## config.mk

```make
export PLATFORM = sky130hd
export DESIGN_NAME = instr_loader
export DESIGN_NICKNAME = d
export VERILOG_FILES = /design/src/rtl/instr_loader_pkg.sv /design/src/rtl/instr_loader_word_assembler.sv /design/src/rtl/instr_loader.sv
export SDC_FILE = /design/constraint.sdc
export NUM_CORES = 1
export LEC_CHECK = 0
export BUFFER_PORTS_ARGS = -buffer_cell sky130_fd_sc_hd__buf_4
export CAP_MARGIN = 20
export CORE_MARGIN = 3
export CORE_UTILIZATION = 25
export CTS_CLUSTER_SIZE = 14
export DETAILED_ROUTE_END_ITERATION = 8
export PLACE_DENSITY = 0.39
export SYNTH_ARGS = -nofsm -noshare
export SYNTH_HDL_FRONTEND = slang
export SYNTH_SLANG_ARGS = --single-unit
```

## constraint.sdc

```tcl
create_clock -name clk_i -period 3.1 [get_ports clk_i]
set_input_delay 0.155 -clock clk_i [delete_from_list [all_inputs] [get_ports clk_i]]
set_output_delay 0.155 -clock clk_i [all_outputs]
set_load 0.01 [all_outputs]
```

## src/rtl/instr_loader_pkg.sv

```systemverilog
// Shared loader definitions: opcode values decoded by the control unit, halt marker, FSM encodings.
// opcode_ok() backs the optional INSTR_LOADER_OPCODE_CHECK_EN build of instr_loader.
package instr_loader_pkg;

  localparam logic [5:0] OP_RTYPE = 6'h00;
  localparam logic [5:0] OP_BEQ   = 6'h04;
  localparam logic [5:0] OP_BNE   = 6'h05;
  localparam logic [5:0] OP_ADDI  = 6'h08;
  localparam logic [5:0] OP_ADDIU = 6'h09;
  localparam logic [5:0] OP_SLTI  = 6'h0A;
  localparam logic [5:0] OP_SLTIU = 6'h0B;
  localparam logic [5:0] OP_ANDI  = 6'h0C;
  localparam logic [5:0] OP_ORI   = 6'h0D;
  localparam logic [5:0] OP_XORI  = 6'h0E;
  localparam logic [5:0] OP_LUI   = 6'h0F;
  localparam logic [5:0] OP_LB    = 6'h20;
  localparam logic [5:0] OP_LH    = 6'h21;
  localparam logic [5:0] OP_LW    = 6'h23;
  localparam logic [5:0] OP_LBU   = 6'h24;
  localparam logic [5:0] OP_LHU   = 6'h25;
  localparam logic [5:0] OP_LWU   = 6'h27;
  localparam logic [5:0] OP_SB    = 6'h28;
  localparam logic [5:0] OP_SH    = 6'h29;
  localparam logic [5:0] OP_SW    = 6'h2B;

  localparam logic [31:0] HALT_WORD_DEF = 32'hFFFF_FFFF;

  typedef enum logic [2:0] {
    S_IDLE  = 3'd0,
    S_RECV  = 3'd1,
    S_WRITE = 3'd2,
    S_DONE  = 3'd3,
    S_ERR   = 3'd4
  } state_e;

  function automatic logic opcode_ok(input logic [5:0] op);
    logic ok;
    ok = 1'b0;
    case (op)
      OP_RTYPE, OP_BEQ, OP_BNE, OP_ADDI, OP_ADDIU, OP_SLTI, OP_SLTIU,
      OP_ANDI, OP_ORI, OP_XORI, OP_LUI, OP_LB, OP_LH, OP_LW, OP_LBU,
      OP_LHU, OP_LWU, OP_SB, OP_SH, OP_SW: ok = 1'b1;
      default: ok = 1'b0;
    endcase
    return ok;
  endfunction

endpackage

```

## src/rtl/instr_loader_word_assembler.sv

```systemverilog
// Packs MSB-first bytes into 32-bit words; word_vld_o is combinational on the 4th accepted byte.
module instr_loader_word_assembler (
  input  logic        clk_i,
  input  logic        rst_i,
  input  logic        clear_i,
  input  logic        byte_vld_i,
  input  logic [7:0]  byte_dat_i,
  output logic        word_vld_o,
  output logic [31:0] word_o
);

  logic [23:0] shift_q;
  logic [1:0]  idx_q;

  always_ff @(posedge clk_i or posedge rst_i) begin
    if (rst_i) begin
      shift_q <= '0;
      idx_q   <= '0;
    end else if (clear_i) begin
      shift_q <= '0;
      idx_q   <= '0;
    end else if (byte_vld_i) begin
      shift_q <= {shift_q[15:0], byte_dat_i};
      idx_q   <= idx_q + 2'd1;
    end
  end

  // The completed word includes the byte arriving this cycle, so no extra stage is needed.
  assign word_o     = {shift_q, byte_dat_i};
  assign word_vld_o = byte_vld_i && (idx_q == 2'd3);

endmodule

```

## src/rtl/instr_loader.sv

```systemverilog
// Boot loader: byte stream -> big-endian words written to imem from address 0; releases cpu_run on the halt word.
// Optional feature macro INSTR_LOADER_OPCODE_CHECK_EN rejects words with unsupported opcodes.
module instr_loader
  import instr_loader_pkg::*;
#(
  parameter int          ADDR_W    = 10,
  parameter logic [31:0] HALT_WORD = HALT_WORD_DEF
) (
  input  logic              clk_i,
  input  logic              reset_i,
  input  logic              start_i,
  input  logic [7:0]        rx_data_i,
  input  logic              rx_valid_i,
  output logic              rx_ready_o,
  output logic              imem_we_o,
  output logic [ADDR_W-1:0] imem_addr_o,
  output logic [31:0]       imem_wdata_o,
  output logic              busy_o,
  output logic              done_o,
  output logic              error_o,
  output logic              cpu_run_o,
  output logic [ADDR_W:0]   word_count_o
);

  localparam logic [ADDR_W:0] DEPTH = {1'b1, {ADDR_W{1'b0}}};

  state_e            state_q, state_d;
  logic [ADDR_W-1:0] addr_q, addr_d;
  logic [ADDR_W:0]   count_q, count_d;
  logic [31:0]       word_q, word_d;
  logic              asm_clear;
  logic              asm_vld;
  logic [31:0]       asm_word;

  // rx_ready depends only on state so the byte handshake has no comb loop through next-state logic.
  assign rx_ready_o = (state_q == S_RECV);

  instr_loader_word_assembler u_asm (
    .clk_i      (clk_i),
    .rst_i      (reset_i),
    .clear_i    (asm_clear),
    .byte_vld_i (rx_valid_i && rx_ready_o),
    .byte_dat_i (rx_data_i),
    .word_vld_o (asm_vld),
    .word_o     (asm_word)
  );

  always_ff @(posedge clk_i or posedge reset_i) begin
    if (reset_i) begin
      state_q <= S_IDLE;
      addr_q  <= '0;
      count_q <= '0;
      word_q  <= '0;
    end else begin
      state_q <= state_d;
      addr_q  <= addr_d;
      count_q <= count_d;
      word_q  <= word_d;
    end
  end

  always_comb begin
    state_d   = state_q;
    addr_d    = addr_q;
    count_d   = count_q;
    word_d    = word_q;
    asm_clear = 1'b0;
    imem_we_o = 1'b0;
    busy_o    = 1'b0;
    done_o    = 1'b0;
    error_o   = 1'b0;
    cpu_run_o = 1'b0;
    case (state_q)
      S_RECV: begin
        busy_o = 1'b1;
        if (asm_vld) begin
          if (asm_word == HALT_WORD) begin
            state_d = S_DONE;
          end else if (count_q == DEPTH) begin
            state_d = S_ERR;
`ifdef INSTR_LOADER_OPCODE_CHECK_EN
          end else if (!opcode_ok(asm_word[31:26])) begin
            state_d = S_ERR;
`endif
          end else begin
            word_d  = asm_word;
            state_d = S_WRITE;
          end
        end
      end
      S_WRITE: begin
        busy_o    = 1'b1;
        imem_we_o = 1'b1;
        addr_d    = addr_q + 1'b1;
        if (count_q != DEPTH) count_d = count_q + 1'b1;
        state_d   = S_RECV;
      end
      default: begin
        done_o    = (state_q == S_DONE);
        cpu_run_o = (state_q == S_DONE);
        error_o   = (state_q == S_ERR);
        if (start_i) begin
          state_d   = S_RECV;
          addr_d    = '0;
          count_d   = '0;
          asm_clear = 1'b1;
        end
      end
    endcase
  end

  assign imem_addr_o  = addr_q;
  assign imem_wdata_o = word_q;
  assign word_count_o = count_q;

endmodule

```

==> results.sh, run 1 <==
export IMPL_core_area_mm2=0.0142
export IMPL_start_util_pct=26.2
export IMPL_required_ps=3320
export IMPL_clock_sinks=82
export IMPL_portBuffers=70
export IMPL_synthesis_nets=362
export IMPL_syn_inst=346
export IMPL_totalWireLength_um=9730
export IMPL_powerDensity_mw_per_mm2=929
export IMPL_wl_per_cell_um=16.2
export IMPL_synth_avg_cell_area_um2=10.8
export IMPL_grt_max_degree=33
export IMPL_placed_area_mm2=0.00443
export IMPL_ios=71
export IMPL_ys_types=40
export IMPL_cts_root_buf="clkbuf_16"
export IMPL_nets=432
export IMPL_worst_slew_pin_slew_ps=943
export IMPL_synth_area_leader_cell="dfrtp_1"
export IMPL_place_ws_ps=786
export IMPL_hold_viol=0
export IMPL_syn_area_mm2=0.00373
export IMPL_setup_slack_ps=834
export IMPL_grt_pass1_wl_um=15600
export IMPL_stdcell_area_mm2=0.00475
export IMPL_p_leak_nw=2.27
export IMPL_cts_buffer_depth=2
export IMPL_clock_skew_ps=9.11
export IMPL_critPathLaunchType="flop"
export IMPL_setup_violations_final=0
export IMPL_grt_use_total_pct=12.3
export IMPL_drc=0
export IMPL_whs_ps=50.6
export IMPL_grt_ovfl_total=0
export IMPL_critPathArrivalTime_ps=2480
export IMPL_drtIter0Drc=114
export IMPL_vias=2799
export IMPL_die_w_um=128
export IMPL_rsz0062_at_grt="false"
export IMPL_fin_crit_ps=2270
export IMPL_clk_latency_ps=340
export IMPL_criticalPathCategory="flop to flop"
export IMPL_synth_area_leaders="dfrtp_1, mux2_4, nand2_1, a21oi_1, o21ai_0"
export IMPL_antennaDiodeCount=0
export IMPL_rr_endpoint="imem_wdata_o[31]"
export IMPL_hold_end="state_q[2]"
export IMPL_ir_drop_mv=0.279
export IMPL_synth_edff_count=0
export IMPL_antenna_found_initial=0
export IMPL_via_per_inst=4.66
export IMPL_worstReg2RegStart="u_asm.shift_q[15]"
export IMPL_fmax_ghz=0.441
export IMPL_ant_nets=0
export IMPL_outcome="finished, final reports clean"
export IMPL_hold_depth=2
export IMPL_cts_made_buffers=9
export IMPL_final_setup_tns_ps=0
export IMPL_firstDrtPassIters=4
export IMPL_r2r_cells=6
export IMPL_hpwl_um=6660
export IMPL_hold_class="primary input to flop"
export IMPL_grt_pass1_vias=2826
export IMPL_ys_flop_type="dfrtp_1"
export IMPL_syn_to_final_growth_pct=27.6
export IMPL_clkTransAtPathRegs_ps=60
export IMPL_synth_seq_cells=82
export IMPL_crit_path_end_kind="flop"
export IMPL_hp_start="start_i"
export IMPL_synth_yosys_seq_area_share_pct=55.1
export IMPL_synth_async_sr_flop_share_pct=100
export IMPL_synth_top_area_share_pct=55.1
export IMPL_routabilityCongestion=0.740
export IMPL_timing_final_crit_share_pct=73.1
export IMPL_cts_tree="done"
export IMPL_htreeDepth=3
export IMPL_drive_above_1_share_pct=31.1
export IMPL_ys_warn_count=0
export IMPL_crit_fanout=24
export IMPL_num_rows=43
export IMPL_r2r_slack_ps=830
export IMPL_relSlewSlack_pct=37.0
export IMPL_dieHeight_um=128
export IMPL_slew_viol_final=0
export IMPL_max_cap_violations=0
export IMPL_die_area_mm2=0.0164
-- what timing repair did --
action                                 CTS  global route
endpoints found under the hold margin   26             0
hold buffers                             1             0
gates resized for setup                  0             0
setup buffers                            0             0
-- worst max-delay path: stages (launching register included) --
cell,delay (ps)
dfrtp_1,420
nand4_1,120
nor4_1,520
a21oi_2,150
nand2_2,300
buf_12,260
mux2_2,360
-- layout make-up --
class                           count  area (um2)
Tap cell                          180         225
Sequential cell                    82        2050
Inverter                            7        27.5
Multi-Input combinational cell    239        1540
Clock inverter                      6        72.6
Fill cell                        1467        9450
Timing Repair Buffer               77         593
Clock buffer                       10         239
-- worst max-delay path by stage --
| stage | slack (ps) | cells past startpoint | start | endpoint |
|---|---|---|---|---|
| after global placement | 800 | 6 | u_asm.shift_q[20] | imem_wdata_o[31] |
| after floorplan | 840 | 1 | reset_i | imem_addr_o[0] |
| after detailed placement | 790 | 6 | u_asm.shift_q[20] | imem_wdata_o[31] |
| after global routing | 690 | 6 | u_asm.shift_q[18] | imem_wdata_o[31] |
| after CTS | 770 | 6 | u_asm.shift_q[20] | imem_wdata_o[31] |
| final | 830 | 6 | u_asm.shift_q[15] | imem_wdata_o[31] |
-- metrics by stage --
| stage | std cells | power [W] | util [%] |
|---|---|---|---|
| 3_5_place_dp | 584 | 0.00336 | 31.2 |
| 2_1_floorplan | 346 | 0.00268 | - |
| 5_1_grt | 601 | 0.00471 | 33.5 |
| 6_report | 601 | 0.00442 | 33.5 |
| 3_3_place_gp | 584 | 0.00334 | 31.2 |
| 4_1_cts | 601 | 0.00450 | 33.5 |
-- synthesized netlist by cell type (4+ instances only) --
master and instances:
nand2_1 68, buf_6 4, mux2_4 30, clkbuf_1 10
ha_1 4, nor4_1 4, nor3_1 8, xnor2_1 6
a21oi_1 32, o21ai_0 17, nand3_1 10, a31oi_1 4
inv_1 5, nor2_1 20, dfrtp_1 82, nand4_1 10
-- registers in the layout (all words and copies together) (netlist names) --
name / count
imem_wdata_o: 32
u_asm.shift_q: 24
word_count_o: 11
imem_addr_o: 10
state_q: 3
u_asm.idx_q: 2
-- cell usage in the layout (no fill, tap or decap), types with 3 or more instances in the layout --
master / n
inv_6: 3
o21ai_0: 17
mux2_4: 30
xor2_1: 3
xnor2_1: 6
and3_1: 3
a21oi_1: 32
ha_1: 4
nand2_1: 68
buf_4: 75
nor4_1: 4
nand4_1: 10
dfrtp_1: 82
nor2_1: 20
clkbuf_16: 9
inv_1: 4
nor3_1: 8
a31oi_1: 4
nand3_1: 10
-- cells by family after synthesis --
logic type,Yosys count,synth area share [%]
adder cells (fa/ha/maj),4,1.34
XOR/XNOR,9,2.12
buffers and inverters,25,3.59
multiplexers,32,12.7
flip-flops,82,55.1
AND/OR/NAND/NOR,132,16.0
AO/OA/AOI/OAI,62,9.23
-- metal layers --
| metal | up-vias | global-route usage (%) | share of wire [%] |
|---|---|---|---|
| met3 | 10 | 3.67 | 5.3 |
| met5 | - | 0 | 0 |
| met2 | 72 | 20.2 | 48 |
| li1 | 1333 | - | - |
| met4 | 0 | 3.75 | 1.0 |
| met1 | 1384 | 15.5 | 46 |
-- power by group --
group          total [W]  switching, W  internal (W)
Combinational    0.00150      0.000694      0.000810
Sequential       0.00180      0.000357       0.00144
Clock            0.00112      0.000460      0.000656
Total            0.00442       0.00151       0.00291
No activity file was read; power rests on OpenSTA's default activity.
==> run 2, diff against run 1 <==
--- a/config.mk
+++ b/config.mk
@@ -11,7 +11,7 @@
 export CORE_UTILIZATION = 25
 export CTS_CLUSTER_SIZE = 14
 export DETAILED_ROUTE_END_ITERATION = 8
-export PLACE_DENSITY = 0.39
+export PLACE_DENSITY = 0.41
 export SYNTH_ARGS = -nofsm -noshare
 export SYNTH_HDL_FRONTEND = slang
 export SYNTH_SLANG_ARGS = --single-unit
==> constraint.sdc (replaced) <==
create_clock -name clk_i -period 1.84 [get_ports clk_i]
set_input_delay 0.092 -clock clk_i [delete_from_list [all_inputs] [get_ports clk_i]]
set_output_delay 0.092 -clock clk_i [all_outputs]
set_load 0.01 [all_outputs]
==> run 2 against run 1 <==
  * Worst hold slack got worse by 30 ps
  * Sequential share of layout area fell by 3.7 points
  * First-iteration DRC count fell by 5.3%
  * Count of clock-buffer cells in the layout rose by 1
  * Final area rose by 9.3%
  * Setup slack got worse by 800 ps
  * Clock skew fell by 0.98 ps
  * Clock power rose by 49%
  * Combinational power rose by 110%
  * Fmax rose by 25%
  * Critical path type unchanged
  * Highest routed layer unchanged
==> results.sh, run 2 (same netlist as run 1, synthesis figures left out) <==
export IMPL_setup_slack_ps=31.1
export IMPL_ir_drop_mv=0.481
export IMPL_fmax_ghz=0.553
export IMPL_die_w_um=128
export IMPL_grt_max_degree=48
export IMPL_p_sw_share_pct=33.8
export IMPL_drtIter0Drc=108
export IMPL_final_cells=650
export IMPL_setup_violations_final=0
export IMPL_final_common_cell="buf_4"
export IMPL_slew_viol_final=0
export IMPL_relSlewSlack_pct=71.6
export IMPL_largest_register_ffs=32
export IMPL_drc=0
export IMPL_power_frac_comb_pct=41.5
export IMPL_start_util_pct=26.2
export IMPL_portBuffers=70
export IMPL_timing_final_crit_share_pct=98.3
export IMPL_cts_buffer_depth=2
export IMPL_antenna_found_initial=0
export IMPL_crit_path_end_kind="flop"
export IMPL_switching_power_w=0.00260
export IMPL_antennaDiodeCount=0
export IMPL_wl_per_cell_um=15.6
export IMPL_cts_root_buf="clkbuf_16"
export IMPL_pwr_share_clk_pct=21.8
export IMPL_grt_pass1_wl_um=16300
export IMPL_via_per_inst=4.54
export IMPL_p_int_w=0.00508
export IMPL_critPathArrivalTime_ps=2030
export IMPL_rsz0062_at_grt="true"
export IMPL_totalWireLength_um=10200
export IMPL_ant_nets=0
export IMPL_layout_common_cells="buf_4, dfrtp_1, nand2_1"
export IMPL_outcome="finished, final reports clean"
export IMPL_grt_pass1_vias=3021
export IMPL_clock_sinks=82
export IMPL_p_total_w=0.00768
export IMPL_placed_cells=627
export IMPL_crit_fanout=14
export IMPL_htreeDepth=3
export IMPL_max_cap_violations=0
export IMPL_ios=71
export IMPL_clkTransAtPathRegs_ps=60
export IMPL_fin_crit_ps=1810
export IMPL_syn_to_final_growth_pct=39.5
export IMPL_hold_viol=0
export IMPL_required_ps=2060
export IMPL_num_rows=43
export IMPL_fillCellCount=1449
export IMPL_worst_slew_pin_slew_ps=425
export IMPL_nets=482
export IMPL_cts_tree="done"
export IMPL_vias=2950
export IMPL_critPathLaunchType="flop"
export IMPL_p_leak_nw=2.52
export IMPL_powerDensity_mw_per_mm2=1480
export IMPL_die_area_mm2=0.0164
export IMPL_firstDrtPassIters=4
export IMPL_final_setup_tns_ps=0
export IMPL_hold_class="primary input to flop"
export IMPL_routabilityCongestion=0.794
export IMPL_power_frac_seq_pct=36.8
export IMPL_hpwl_um=7100
export IMPL_core_area_mm2=0.0142
export IMPL_clock_skew_ps=8.14
export IMPL_dieHeight_um=128
export IMPL_grt_use_total_pct=12.7
export IMPL_drive_above_1_share_pct=38.1
export IMPL_clk_latency_ps=340
export IMPL_place_ws_ps=-86.8
export IMPL_criticalPathCategory="flop to flop"
export IMPL_grt_ovfl_total=0
export IMPL_cts_made_buffers=9
## run 2: changes by cell type in the layout (fill, tap and decap cells not counted), sizes merged
cell	previous run	this run
clkbuf	10	12
clkinvlp	1	3
bufinv	1	0
dlygate4sd3	1	5
buf	76	121
inv	8	5
## run 2: power by group through the flow
stage | registers, W | logic (W) | clock network, W
after CTS | 0.00283 | 0.00319 | 0.00174
after floorplan | 0.00303 | 0.00148 | 0
after global placement | 0.00285 | 0.00315 | 0
final | 0.00282 | 0.00318 | 0.00167
after detailed placement | 0.00286 | 0.00318 | 0
after global routing | 0.00292 | 0.00349 | 0.00181
## run 2: worst paths after layout
kind                                       start          endpoint  slack [ps]  cells past startpoint
worst min register to register  imem_wdata_o[19]  imem_wdata_o[19]         510                      1
worst max register to register  u_asm.shift_q[9]   imem_wdata_o[3]          30                      7
worst min-delay path                rx_data_i[1]   imem_wdata_o[1]          20                      2
min in group asynchronous                reset_i    imem_addr_o[6]         240                      3
worst max-delay path            u_asm.shift_q[9]   imem_wdata_o[3]          30                      7
max in group asynchronous                reset_i  imem_wdata_o[26]        1100                      4
## run 2: timing repair
action | in CTS | in global routing
pin swaps | 1 | 3
endpoints found under the setup margin | 33 | 31
gates cloned | 0 | 2
hold buffers | 5 | 0
hold endpoints to repair | 86 | 0
gates resized for setup | 2 | 6
buffers inserted | 0 | 1
## run 2: per-stage QoR
step	instance area, um2	hold WS (ps)	utilization, %
after floorplan	3730	188	-
after global placement	4780	36.4	33.7
after detailed placement	4780	40.5	33.7
after CTS	5120	5.41	36.0
after global routing	5200	8.02	36.6
final	5200	20.6	36.6
## run 2: layout make-up
type / count / area, um2 / area share [%]
Multi-Input combinational cell: 239 / 1590 / 30.6
Inverter: 7 / 30.0 / 0.578
Clock inverter: 4 / 28.8 / 0.554
Clock buffer: 11 / 243 / 4.67
Timing Repair Buffer: 127 / 1030 / 19.8
Tap cell: 180 / 225 / 4.33
Sequential cell: 82 / 2050 / 39.5
## run 2: critical path: stages (launching register included)
cell     delay (ps)
dfrtp_1         350
nand4_1         140
nor4_2          340
buf_4           190
a21oi_4          60
nand2_4         110
buf_12          180
mux2_4          310
## run 2: metal layers
layer / track usage [%] / routed length (um) / vias to the layer above
met5: 0 / 0 / -
li1: - / - / 1436
met3: 3.75 / 422 / 10
met4: 3.68 / 120 / 0
met2: 20.1 / 4730 / 69
met1: 16.9 / 4890 / 1435
==> run 3, diff against run 2 <==
--- a/config.mk
+++ b/config.mk
@@ -5,7 +5,7 @@
 export SDC_FILE = /design/constraint.sdc
 export NUM_CORES = 1
 export LEC_CHECK = 0
-export BUFFER_PORTS_ARGS = -buffer_cell sky130_fd_sc_hd__buf_4
+export BUFFER_PORTS_ARGS = -buffer_cell sky130_fd_sc_hd__buf_2
 export CAP_MARGIN = 20
 export CORE_MARGIN = 3
 export CORE_UTILIZATION = 25
==> constraint.sdc (replaced) <==
create_clock -name clk_i -period 1.59 [get_ports clk_i]
set_input_delay 0.0795 -clock clk_i [delete_from_list [all_inputs] [get_ports clk_i]]
set_output_delay 0.0795 -clock clk_i [all_outputs]
set_load 0.01 [all_outputs]
==> run 3 against run 2 <==
  * Highest routed layer unchanged
  * The flow now finishes with violations (setup timing)
  * Register-to-register slack worse by 270 ps
  * Total power is 22% higher
  * Critical endpoint is now imem_wdata_o[14]
  * Via count is 5.3% higher
  * Critical path type unchanged
  * Sequential power increased by 15%
  * Clock skew decreased by 3.1 ps
==> results.sh, run 3 (same netlist as run 1, synthesis figures left out) <==
export IMPL_grt_ovfl_total=0
export IMPL_grt_use_total_pct=13.3
export IMPL_hold_class="primary input to flop"
export IMPL_cts_tree="done"
export IMPL_routabilityCongestion=0.772
export IMPL_final_cells=683
export IMPL_fin_crit_ps=1820
export IMPL_utilization_pct=39.2
export IMPL_powerDensity_mw_per_mm2=1680
export IMPL_setup_slack_ps=-234
export IMPL_outcome="complete, but fails checks"
export IMPL_layout_common_cells="dfrtp_1, buf_2, buf_4"
export IMPL_required_ps=1810
export IMPL_clock_skew_ps=5.07
export IMPL_start_util_pct=26.2
export IMPL_hold_viol=0
export IMPL_portBuffers=70
export IMPL_ios=71
export IMPL_rsz0062_at_grt="true"
export IMPL_dr_wl_met3_um=492
export IMPL_critPathLaunchType="flop"
export IMPL_clkTransAtPathRegs_ps=60
export IMPL_via_per_inst=4.55
export IMPL_slowest_delay_ps=360
export IMPL_num_rows=43
export IMPL_grt_pass1_wl_um=17000
export IMPL_cts_made_buffers=9
export IMPL_p_leak_nw=2.79
export IMPL_firstDrtPassIters=4
export IMPL_cp_slowest_cell="dfrtp_1"
export IMPL_crit_path_end_kind="flop"
export IMPL_stdcell_area_mm2=0.00557
export IMPL_htreeDepth=3
export IMPL_drc=0
export IMPL_cts_buffer_depth=2
export IMPL_ant_nets=0
export IMPL_ir_drop_mv=0.625
export IMPL_dieHeight_um=128
export IMPL_core_area_mm2=0.0142
export IMPL_drtIter0Drc=142
export IMPL_syn_to_final_growth_pct=49.4
export IMPL_drive_above_1_share_pct=49.1
export IMPL_top_layer="met4"
export IMPL_vias=3107
export IMPL_max_cap_violations=0
export IMPL_critPathArrivalTime_ps=2050
export IMPL_setup_violations_final=38
export IMPL_die_w_um=128
export IMPL_timing_final_crit_share_pct=115
export IMPL_antennaDiodeCount=0
export IMPL_clock_sinks=82
export IMPL_relSlewSlack_pct=67.6
export IMPL_nets=514
export IMPL_hpwl_um=7360
export IMPL_placed_cells=651
export IMPL_final_setup_tns_ps=-7250
export IMPL_final_common_cell="dfrtp_1"
export IMPL_slew_viol_final=0
export IMPL_cts_root_buf="clkbuf_16"
export IMPL_largest_register_ffs=32
export IMPL_criticalPathCategory="flop to flop"
export IMPL_totalWireLength_um=10500
export IMPL_worst_slew_pin_slew_ps=485
export IMPL_placed_area_mm2=0.00483
export IMPL_grt_pass1_vias=3119
export IMPL_clk_latency_ps=340
export IMPL_m1WireLength_um=4670
export IMPL_grt_max_degree=37
export IMPL_antenna_found_initial=0
export IMPL_crit_fanout=17
export IMPL_wl_per_cell_um=15.4
export IMPL_die_area_mm2=0.0164
export IMPL_wl_met2_um=5310
export IMPL_violations="setup timing"
export IMPL_crit_chain="nand4_1 -> nor4_4 -> buf_4 -> a21oi_4 -> nand2_4 -> buf_12 -> mux2_4"
export IMPL_whs_ps=79.2
export IMPL_fmax_ghz=0.548
[run 3: worst max-delay path: cells and delay by family, from the launching register on]
| family | cells | cell delay, ps |
|---|---|---|
| compound gates | 1 | 60 |
| simple gates | 3 | 590 |
| buf+inv | 2 | 380 |
| mux | 1 | 310 |
| flops | 1 | 360 |
[run 3: worst paths after layout]
kind                              startpoint          endpoint  slack [ps]  cells after the start
setup / recovery           u_asm.shift_q[15]  imem_wdata_o[14]        -230                      7
hold / removal                  rx_data_i[1]   imem_wdata_o[1]          80                      3
setup reg to reg           u_asm.shift_q[15]  imem_wdata_o[14]        -230                      7
hold reg to reg             imem_wdata_o[13]  imem_wdata_o[13]         500                      1
max in group asynchronous            reset_i  imem_wdata_o[27]         740                      4
min in group asynchronous            reset_i    imem_addr_o[2]         310                      3
[run 3: report_power, final]
group,internal [W],leakage [nW],switching (W)
sequential,0.00281,1.07,0.000421
clock,0.00126,0.143,0.000841
combinational,0.00210,1.58,0.00194
total,0.00617,2.79,0.00320
[run 3: per-stage QoR]
step                      setup slack, ps  total power, W
final                                -234         0.00937
after global routing                 -318          0.0100
after CTS                            -258         0.00917
after detailed placement             -345         0.00689
after global placement               -283         0.00684
after floorplan                      -161         0.00527
[run 3: timing repair]
action / CTS / global route
buffers inserted: 3 / 13
endpoints found under the setup margin: 41 / 64
endpoints found under the hold margin: 17 / 0
hold buffers: 2 / 0
resized for setup: 21 / 56
pin swaps: 5 / 17
[run 3: layer usage]
layer,GRT usage [%],up-vias
met5,0,-
met3,4.29,6
li1,-,1501
met1,16.9,1537
met2,22.4,63
met4,2.62,0
[run 3: layout make-up]
class                           count  area, um2
Fill cell                        1450       8640
Clock inverter                      4       51.3
Tap cell                          180        225
Clock buffer                       12        246
Inverter                            7       35.0
Timing Repair Buffer              159       1140
Multi-Input combinational cell    239       1810
Sequential cell                    82       2050
